--- config.mk ---
export PLATFORM = sky130hd
export DESIGN_NAME = urp_pcie_rx_dll_acknak
export DESIGN_NICKNAME = d
export VERILOG_FILES = /design/src/rtl/urp_pcie_rx_dll_acknak.sv
export SDC_FILE = /design/constraint.sdc
export NUM_CORES = 2
export LEC_CHECK = 0
export CAP_MARGIN = 25
export CORE_MARGIN = 1.5
export CORE_UTILIZATION = 45
export DETAILED_ROUTE_END_ITERATION = 16
export DONT_BUFFER_PORTS = 1
export GPL_TIMING_DRIVEN = 0
export PLACE_DENSITY_LB_ADDON = 0.08
export SLEW_MARGIN = 20
export SYNTH_ARGS = -nofsm -noshare
export SYNTH_HDL_FRONTEND = slang
export SYNTH_SLANG_ARGS = --single-unit
export TNS_END_PERCENT = 5
--- constraint.sdc ---
create_clock -name clk -period 6.85 [get_ports clk]
set_clock_uncertainty 0.1 [all_clocks]
set_input_delay 1.37 -clock clk [delete_from_list [all_inputs] [get_ports clk]]
set_output_delay 1.37 -clock clk [all_outputs]
set_load 0.1 [all_outputs]
--- src/rtl/urp_pcie_rx_dll_acknak.sv ---
// PCIe RX data link layer: LCRC/sequence check of incoming TLPs, in-order forwarding
// through a 1-entry output register, and coalesced ACK/NAK DLLP generation.
module urp_pcie_rx_dll_acknak #(
    parameter int TLP_WIDTH    = 224,
    parameter int SEQ_WIDTH    = 12,
    parameter int ACK_COALESCE = 4,
    parameter int ACK_LATENCY  = 64
) (
    input  logic                              clk,
    input  logic                              rst_n,
    input  logic [SEQ_WIDTH+TLP_WIDTH+31:0]   tlp_data_i,
    input  logic                              tlp_data_valid_i,
    output logic                              tlp_data_ready_o,
    output logic [TLP_WIDTH-1:0]              tlp_data_o,
    output logic                              tlp_data_valid_o,
    input  logic                              tlp_data_ready_i,
    output logic [31:0]                       dllp_o,
    output logic                              dllp_valid_o,
    input  logic                              dllp_read_i,
    output logic                              lcrc_err_o,
    output logic                              seq_err_o
);

    localparam int CRC_IN_W = SEQ_WIDTH + TLP_WIDTH;
    localparam int CNT_W    = $clog2(ACK_COALESCE + 1);
    localparam int TMR_W    = $clog2(ACK_LATENCY + 1);
    localparam logic [31:0]          CRC_POLY = 32'h04C1_1DB7;
    localparam logic [SEQ_WIDTH-1:0] SEQ_HALF = SEQ_WIDTH'(1) << (SEQ_WIDTH - 1);
    localparam logic [CNT_W-1:0]     CNT_MAX  = CNT_W'(ACK_COALESCE);
    localparam logic [TMR_W-1:0]     TMR_MAX  = TMR_W'(ACK_LATENCY - 1);

    // CRC-32, all-ones preset, MSB-first over {seq, tlp}, final complement
    function automatic logic [31:0] f_crc32(input logic [CRC_IN_W-1:0] d);
        logic [31:0] c;
        logic        fb;
        c = 32'hFFFF_FFFF;
        for (int i = CRC_IN_W - 1; i >= 0; i--) begin
            fb = c[31] ^ d[i];
            c  = {c[30:0], 1'b0} ^ (fb ? CRC_POLY : 32'h0);
        end
        return ~c;
    endfunction

    logic [SEQ_WIDTH-1:0] r_next_seq;
    logic [TLP_WIDTH-1:0] r_tlp_data;
    logic                 r_tlp_vld;
    logic [31:0]          r_dllp;
    logic                 r_dllp_vld;
    logic                 r_lcrc_err;
    logic                 r_seq_err;
    logic                 r_ack_pend;
    logic                 r_ack_force;
    logic                 r_nak_sched;
    logic                 r_nak_sent;
    logic [CNT_W-1:0]     r_count;
    logic [TMR_W-1:0]     r_timer;

    logic [SEQ_WIDTH-1:0] w_seq;
    logic [TLP_WIDTH-1:0] w_tlp;
    logic [31:0]          w_lcrc;
    logic                 w_crc_ok;
    logic                 w_accept;
    logic [SEQ_WIDTH-1:0] w_diff;
    logic                 w_good;
    logic                 w_bad;
    logic                 w_in_order;
    logic                 w_dup;
    logic                 w_ahead;
    logic [SEQ_WIDTH-1:0] w_seq_nxt;
    logic [SEQ_WIDTH-1:0] w_ack_seq;
    logic                 w_can_issue;
    logic                 w_nak_req;
    logic                 w_ack_req;
    logic                 w_issue_nak;
    logic                 w_issue_ack;

    assign w_seq  = tlp_data_i[CRC_IN_W+31 -: SEQ_WIDTH];
    assign w_tlp  = tlp_data_i[TLP_WIDTH+31:32];
    assign w_lcrc = tlp_data_i[31:0];

    assign w_crc_ok         = (f_crc32(tlp_data_i[CRC_IN_W+31:32]) == w_lcrc);
    assign tlp_data_ready_o = !r_tlp_vld | tlp_data_ready_i;
    assign w_accept         = tlp_data_valid_i & tlp_data_ready_o;

    // D = NEXT_RCV_SEQ - seq: 0 in order, 1..half duplicate, otherwise a TLP was lost
    assign w_diff     = r_next_seq - w_seq;
    assign w_good     = w_accept & w_crc_ok;
    assign w_bad      = w_accept & !w_crc_ok;
    assign w_in_order = w_good & (w_diff == '0);
    assign w_dup      = w_good & (w_diff != '0) & (w_diff <= SEQ_HALF);
    assign w_ahead    = w_good & (w_diff > SEQ_HALF);

    assign w_seq_nxt = w_in_order ? (r_next_seq + SEQ_WIDTH'(1)) : r_next_seq;
    assign w_ack_seq = w_seq_nxt - SEQ_WIDTH'(1);

    assign w_can_issue = !r_dllp_vld | dllp_read_i;
    assign w_nak_req   = r_nak_sched & !r_nak_sent;
    assign w_ack_req   = r_ack_force |
                         (r_ack_pend & ((r_count >= CNT_MAX) | (r_timer >= TMR_MAX)));
    assign w_issue_nak = w_can_issue & w_nak_req;
    assign w_issue_ack = w_can_issue & !w_nak_req & w_ack_req;

    always_ff @(posedge clk or negedge rst_n) begin
        if (!rst_n) begin
            r_next_seq <= '0;
            r_lcrc_err <= 1'b0;
            r_seq_err  <= 1'b0;
        end else begin
            r_next_seq <= w_seq_nxt;
            r_lcrc_err <= w_bad;
            r_seq_err  <= w_ahead;
        end
    end

    always_ff @(posedge clk or negedge rst_n) begin
        if (!rst_n) begin
            r_tlp_data <= '0;
            r_tlp_vld  <= 1'b0;
        end else if (w_in_order) begin
            r_tlp_data <= w_tlp;
            r_tlp_vld  <= 1'b1;
        end else if (tlp_data_ready_i) begin
            r_tlp_vld  <= 1'b0;
        end
    end

    // An issued ACK covers every TLP accepted up to and including this cycle
    always_ff @(posedge clk or negedge rst_n) begin
        if (!rst_n) begin
            r_ack_pend  <= 1'b0;
            r_ack_force <= 1'b0;
            r_count     <= '0;
            r_timer     <= '0;
        end else if (w_issue_ack) begin
            r_ack_pend  <= 1'b0;
            r_ack_force <= 1'b0;
            r_count     <= '0;
            r_timer     <= '0;
        end else begin
            if (w_in_order) r_ack_pend <= 1'b1;
            if (w_dup) r_ack_force <= 1'b1;
            if (w_in_order && (r_count < CNT_MAX)) r_count <= r_count + CNT_W'(1);
            if (r_ack_pend && (r_timer < TMR_MAX)) r_timer <= r_timer + TMR_W'(1);
        end
    end

    always_ff @(posedge clk or negedge rst_n) begin
        if (!rst_n) begin
            r_nak_sched <= 1'b0;
            r_nak_sent  <= 1'b0;
        end else if (w_in_order) begin
            r_nak_sched <= 1'b0;
            r_nak_sent  <= 1'b0;
        end else begin
            if (w_bad || w_ahead) r_nak_sched <= 1'b1;
            if (w_issue_nak) r_nak_sent <= 1'b1;
        end
    end

    always_ff @(posedge clk or negedge rst_n) begin
        if (!rst_n) begin
            r_dllp     <= '0;
            r_dllp_vld <= 1'b0;
        end else if (w_issue_nak) begin
            r_dllp     <= {4'h1, 28'(w_ack_seq)};
            r_dllp_vld <= 1'b1;
        end else if (w_issue_ack) begin
            r_dllp     <= {4'h0, 28'(w_ack_seq)};
            r_dllp_vld <= 1'b1;
        end else if (dllp_read_i) begin
            r_dllp_vld <= 1'b0;
        end
    end

    assign tlp_data_o       = r_tlp_data;
    assign tlp_data_valid_o = r_tlp_vld;
    assign dllp_o           = r_dllp;
    assign dllp_valid_o     = r_dllp_vld;
    assign lcrc_err_o       = r_lcrc_err;
    assign seq_err_o        = r_seq_err;

endmodule

**After elaboration in Yosys (flattened, before gate mapping)**

Cells that the tools add are included.

- Flip-flop bits (word level): 286
- Input port bits: 273
- Logic and storage cells: 788
- Output and inout port bits: 261

- Reduce and logical (&&, ||, !) cells: 19
- Add/sub/neg operators: 5
- Magnitude comparators: 6
- Bitwise logic cells: 488
- Equal/unequal tests: 1
- Mux-type cells: 256

Operators by type and width:

| cell | count |
|---|---|
| $xor 32x27->32 | 235 |
| $mux 27 | 236 |
| $xor 1x1->1 | 235 |
| $mux 32 | 2 |
| $eq 32x32->1 | 1 |
| $not 32->32 | 1 |
| $not 26->31 | 1 |
| $reduce_bool 2->1 | 8 |
| $mux 7 | 2 |
| $mux 1 | 13 |
| $add 12x1->12 const B | 1 |
| $and 1x1->1 | 12 |
| $gt 12x12->1 const B | 1 |
| $le 12x12->1 const B | 1 |
| $logic_not 12->1 | 1 |
| $mux 12 | 1 |
| $reduce_bool 12->1 | 1 |
| $sub 12x1->12 const B | 1 |
| $sub 12x12->12 | 1 |
| $add 7x1->7 const B | 1 |
| $ge 7x6->1 const B | 1 |
| $lt 7x6->1 const B | 1 |
| $mux 3 | 2 |
| $logic_not 1->1 | 5 |
| other kinds (7) | 11 |

**Logic depth before layout (Yosys ltp)**

- Depth in word-level cells: 715
- Mapped depth: 61
- Depth with buffers taken out: 51

**Worst setup path before layout**

No wires, ideal clock.

- Kind: input-to-reg
- From: input port tlp_data_i[264]
- To: register r_dllp[10], in the netlist dllp_o[10]
- Setup slack: -15.031 ns
- Arrival: 21.649 ns
- Setup time: 0.132 ns
- Path buffers: 3
- Data required time: 6.618 ns
- Stages: 54
- Cells stage by stage: buf_2 xor2_2 xnor3_1 buf_4 xnor3_1 xnor2_1 xnor3_2 xor2_1 xnor3_1 xnor3_2 xnor3_1 xnor3_1 xnor2_2 xnor3_2 xnor2_4 xor2_2 xnor3_1 xnor3_2 (+18 left out) xnor3_1 xnor2_2 xnor3_1 xnor2_1 xnor3_2 xnor3_1 or4_1 a211o_1 a222oi_1 and4_1 buf_2 mux2i_1 ha_1 inv_1 a2111oi_2 nand4_1 xor2_1 o21ai_1

- Cells in the longest elaborated chain, start to end: 319
- Elaborated cells on any way between the ends: 685
- Classes of those cells: add/sub (2); eq/ne (1); mux (224); bitwise (457); reduce/logical (1)

Ends and longest elaborated chain:

| what | line | RTL |
|---|---|---|
| from (decl) | 11 | `input logic [SEQ_WIDTH+TLP_WIDTH+31:0] tlp_data_i,` |
| $xor 1x1->1 | 38 | `fb = c[31] ^ d[i];` |
| $mux 27 | 39 | `c = {c[30:0], 1'b0} ^ (fb ? CRC_POLY : 32'h0);` |
| $xor 32x27->32 (6 in series) | 39 |  |
| $xor 1x1->1 or $xor 32x27->32 (tied branches) | 38, 39 |  |
| $mux 27 or $xor 32x27->32 (tied branches) | 39 |  |
| $xor 32x27->32 | 39 |  |
| $xor 32x27->32 or $xor 1x1->1 (tied branches) | 39, 38 |  |
| $xor 32x27->32 (tied with other cells) | 39 |  |
| (+298 left out) | - |  |
| $not 32->32 | 41 | `return ~c;` |
| $eq 32x32->1 | 81 | `assign w_crc_ok = (f_crc32(tlp_data_i[CRC_IN_W+31:32]) == w_lcrc);` |
| $and 1x1->1 | 87 | `assign w_good = w_accept & w_crc_ok;` |
| $and 1x1->1 * | 89 | `assign w_in_order = w_good & (w_diff == '0);` |
| $mux 12 * | 93 | `assign w_seq_nxt = w_in_order ? (r_next_seq + SEQ_WIDTH'(1)) : r_next_seq;` |
| $sub 12x1->12 * | 94 | `assign w_ack_seq = w_seq_nxt - SEQ_WIDTH'(1);` |
| $mux 32 | 167 | `end else if (w_issue_ack) begin` |
| $mux 32 * | 164 | `end else if (w_issue_nak) begin` |
| to (signal assigned) | 165 | `r_dllp <= {4'h1, 28'(w_ack_seq)};` |
| to (signal assigned) | 168 | `r_dllp <= {4'h0, 28'(w_ack_seq)};` |
| to (decl) | 47 | `logic [31:0] r_dllp;` |

Every way passes the cells marked *; elsewhere a longest branch is shown, timed or not. The select of a mux whose other input is x is not followed.
A chain may end at the register's enable or synchronous reset.

**Worst setup path in the final report**

- From: input port tlp_data_i[261]
- To: register r_dllp[10], in the netlist dllp_o[10]

- Cells in the longest elaborated chain, start to end: 316
- Elaborated cells on any way between the ends: 676
- Classes of those cells: add/sub (2); eq/ne (1); mux (221); bitwise (451); reduce/logical (1)

Ends and longest elaborated chain:

| what | line |
|---|---|
| $xor 1x1->1 | 38 |
| $mux 27 | 39 |
| $xor 32x27->32 (6 in series) | 39 |
| $xor 1x1->1 | 38 |
| $mux 27 | 39 |
| $xor 32x27->32 (6 in series) | 39 |
| $xor 1x1->1 | 38 |
| $mux 27 | 39 |
| (+290 left out) | - |
| $not 32->32 | 41 |
| $eq 32x32->1 | 81 |
| $and 1x1->1 | 87 |
| $and 1x1->1 * | 89 |
| $mux 12 * | 93 |
| $sub 12x1->12 * | 94 |
| $mux 32 | 167 |
| $mux 32 * | 164 |

Marks and branches as above.

==> flow_summary.toml <==
[logic_synthesis]
synth_top_family_by_area = "XOR/XNOR gates"
synth_area_leaders = "xnor3_1 35%, xnor2_1 17%, dfrtp_1 16%"
yosys_warnings = 0
synthesis.area_sq_um = 42500
number_of_enable_flip_flop_cells_after_synthesis = 0
synth_area_leader_cell = "xnor3_1"
synthArstFlopShare_pct = 100.0
main_synth_ff_type = "dfrtp_1"
netlist_instances = 2920
synth_seq_area_share_pct = 15.72
muxShareOfSynthArea_pct = 6.150
synth_area_per_cell_sq_um = 14.56
post_synth_num_cell_types = 61
synth_adder_area_share_pct = 0.4710
xor_xnor_share_of_the_synthesized_area_pct = 73.84
synth_top_area_share_pct = 35.45
ys_ff_latch = 267
post_synth_and_or_nand_nor_area_fraction_pct = 1.752
synth-compound-area-share_pct = 0.8096

[place]
dp.final_hpwl_microns = 105400
globalplace.congestion = 0.9228
buffer_ports.inserted = 0

[routing]
drt_wl_total_microns = 138900
route.vias.total = 26607
avgRoutedWirePerCell_microns = 27.67
drc = 0
drt-pass1-iter-count = 5
vias_per_cell = 5.299
antenna_violating_nets_post_route = 0
initialDrtViolationCount = 1751

[clocking]
cts_buffer_depth = 3
clock_net_sink_count = 267
tritoncts = "yes"
cts.clk_slew.worst_paths_ns = 0.06
clkLatencyLatePin_ns = 0.61
htree_num_levels = 2
clock-root-buffer = "clkbuf_16"
cts_buffers = 34

[global_routing]
grt_util_met2_pct = 49.23
grt_start_max_net_pins = 268
global_route.usage.met3_pct = 4.407
antenna_violations_before_repair = 3
grt-ovfl-total = 0
vias_in_the_first_global_route = 28446
groute.layer.met1.usage_pct = 37.84
global_route_wire_length_before_repair_microns = 197600
grtUsageTotal_pct = 28.77
gr-max-usage-layer = "met2"

[floorplanning]
initial_utilization_pct = 45.47
fp-row-count = 112
die_span_x_microns = 310.3
die_area_sq_um = 96300
fp.dieH_microns = 310.3
io_pins = 534
fp.coreArea_sq_um = 93470

[timing]
rsz0062_at_grt = "yes"
maxSlewHeadroom_pct = 24.76
timing_worst_slew_pin_value_ns = 1.129
fin_crit_share_pct = 294.4
fin_ws_ns = -13.32
setup_viol = 258
report.final.hold_viol_count = 0
totalNegativeSetupSlack_ns = -3292.45
fmax_mhz = 49.59
fin_crit_ns = 20.17
timing_max_transition_violations_final = 0

[finish]
multi_input_area_sq_um = 41710
fillerInstances = 6880
final_common_cell = "buf_4"
most-common-layout-cells = "709 x buf_4, 548 x xnor2_1, 392 x xnor3_1"
post_route_cells_drive_above_1_share_pct = 54.81
final-seq-area_sq_um = 6681
areaGrowthSynthToFinish_pct = 37.98
nNetsFinal = 4031

[setup_path]
timing.critical_path.required_ns = 7.23
critPathArrivalTime_ns = 20.55
end_kind = "register"
crit_top_cell = "xnor3_2"
worstPathMaxFanout = 10
cp-start-kind = "primary input"
critPathSlowestCell = "xnor3_2"
worstSetupPathType = "primary input to register"
peak_per_stage_delay_on_the_critical_path_ns = 0.57

[outcome]
outcome = "finished, violations left"
violations = "negative setup slack"

[worst_hold_path]
hold_path_class = "primary input to async pin"

[flow_run]
drv_cap = 0
[cell families (layout without fill, tap and decap cells)]
family / count (synthesis) / after routing
compound gates: 52 / 52
xor+xnor: 2107 / 2107
fa+ha+maj: 16 / 16
buf+inv: 101 / 927
flops: 267 / 267
mux: 233 / 233
other cells: 1 / 22
simple gates: 143 / 143
[synth_stat cells, types with 3 or more instances]
cell type and number:
xnor3_1 669, inv_1 28, clkbuf_1 28, nand4_1 10, xor3_1 96, xnor2_1 820, xnor2_2 73, o21ai_1 7
a31oi_1 4, buf_2 7, dfrtp_1 267, mux2_2 225, nand3_1 11, a21oi_1 10, nor3b_1 4, xnor3_2 53
xnor2_4 20, and3_1 6, mux2i_1 8, o21ai_0 9, nor3_1 18, o211ai_1 3, nor2_1 30, nand2_1 32
a21o_1 5, or2_2 4, or4_1 3, nand2b_1 5, xor2_2 32, xor2_1 326, or3_1 3, ha_1 16
xor2_4 10, buf_4 34, and2_1 3, xor3_2 7
[path summary, 6_finish.rpt]
path	end	depth (start not counted)	startpoint	slack (ns)
max in group asynchronous	tlp_data_o[74]$_DFFE_PN0N_	0	rst_n	5.77
worst max register to register	dllp_o[10]$_DFFE_PN0P_	22	r_next_seq[1]$_DFF_PN0_	1.29
worst min-delay path	tlp_data_o[174]$_DFFE_PN0N_	0	rst_n	0.37
min in group clk	r_nak_sent$_DFFE_PN0P_	2	r_nak_sent$_DFFE_PN0P_	0.40
worst min register to register	r_nak_sent$_DFFE_PN0P_	2	r_nak_sent$_DFFE_PN0P_	0.40
worst max-delay path	dllp_o[10]$_DFFE_PN0P_	64	tlp_data_i[261]	-13.32
[layer usage]
metal,vias up,wire length (microns)
met4,2,4754
met3,190,9462
met1,13785,55680
li1,11610,-
met5,-,11
met2,1020,69010
[worst max-delay path: cells and delay by family]
kind | cells | cell delay, ns
buf+inv | 15 | 2.43
xor+xnor | 39 | 14.45
mux | 1 | 0.26
compound gates | 3 | 0.73
fa+ha+maj | 1 | 0.23
simple gates | 5 | 1.01
[metrics by stage]
stage                     cell area (sq um)  util (%)  hold WS [ns]  cells  worst slack [ns]
after floorplan                       44940         -        0.3603   2938            -12.89
after global placement                46510     49.76        0.3798   4192            -17.60
after detailed placement              46570     49.83        0.3913   4195            -17.44
after CTS                             57240     61.24        0.3263   4930            -13.14
after global routing                  58640     62.73        0.3384   5018            -13.74
final                                 58640     62.74        0.3714   5021            -13.32
[state kept, by name, summed over array words and instances, names as in the netlist]
register          flops
tlp_data_o          224
dllp_o               13
r_next_seq           12
r_timer               7
r_count               3
dllp_valid_o          1
lcrc_err_o            1
r_ack_force           1
r_ack_pend            1
r_nak_sched           1
r_nak_sent            1
seq_err_o             1
tlp_data_valid_o      1
[final cells by class]
cell class	instances	area share, %
timing repair buffer	769	11.47
tap	1254	2.676
multi-input combinational	2570	71.12
antenna	3	0.01280
clock inverter	15	0.2987
buffer	72	1.237
clock buffer	43	1.613
sequential	267	11.39
inverter	28	0.1792
[what timing repair did]
action,4_1_cts,5_1_grt
pin swaps,342,78
hold buffers,0,0
endpoints found under the setup margin,258,258
resized for setup,603,137
setup buffers,678,88
Power is not shown: default switching activity piles up to over one toggle a cycle in this logic, so the estimate is an artifact.
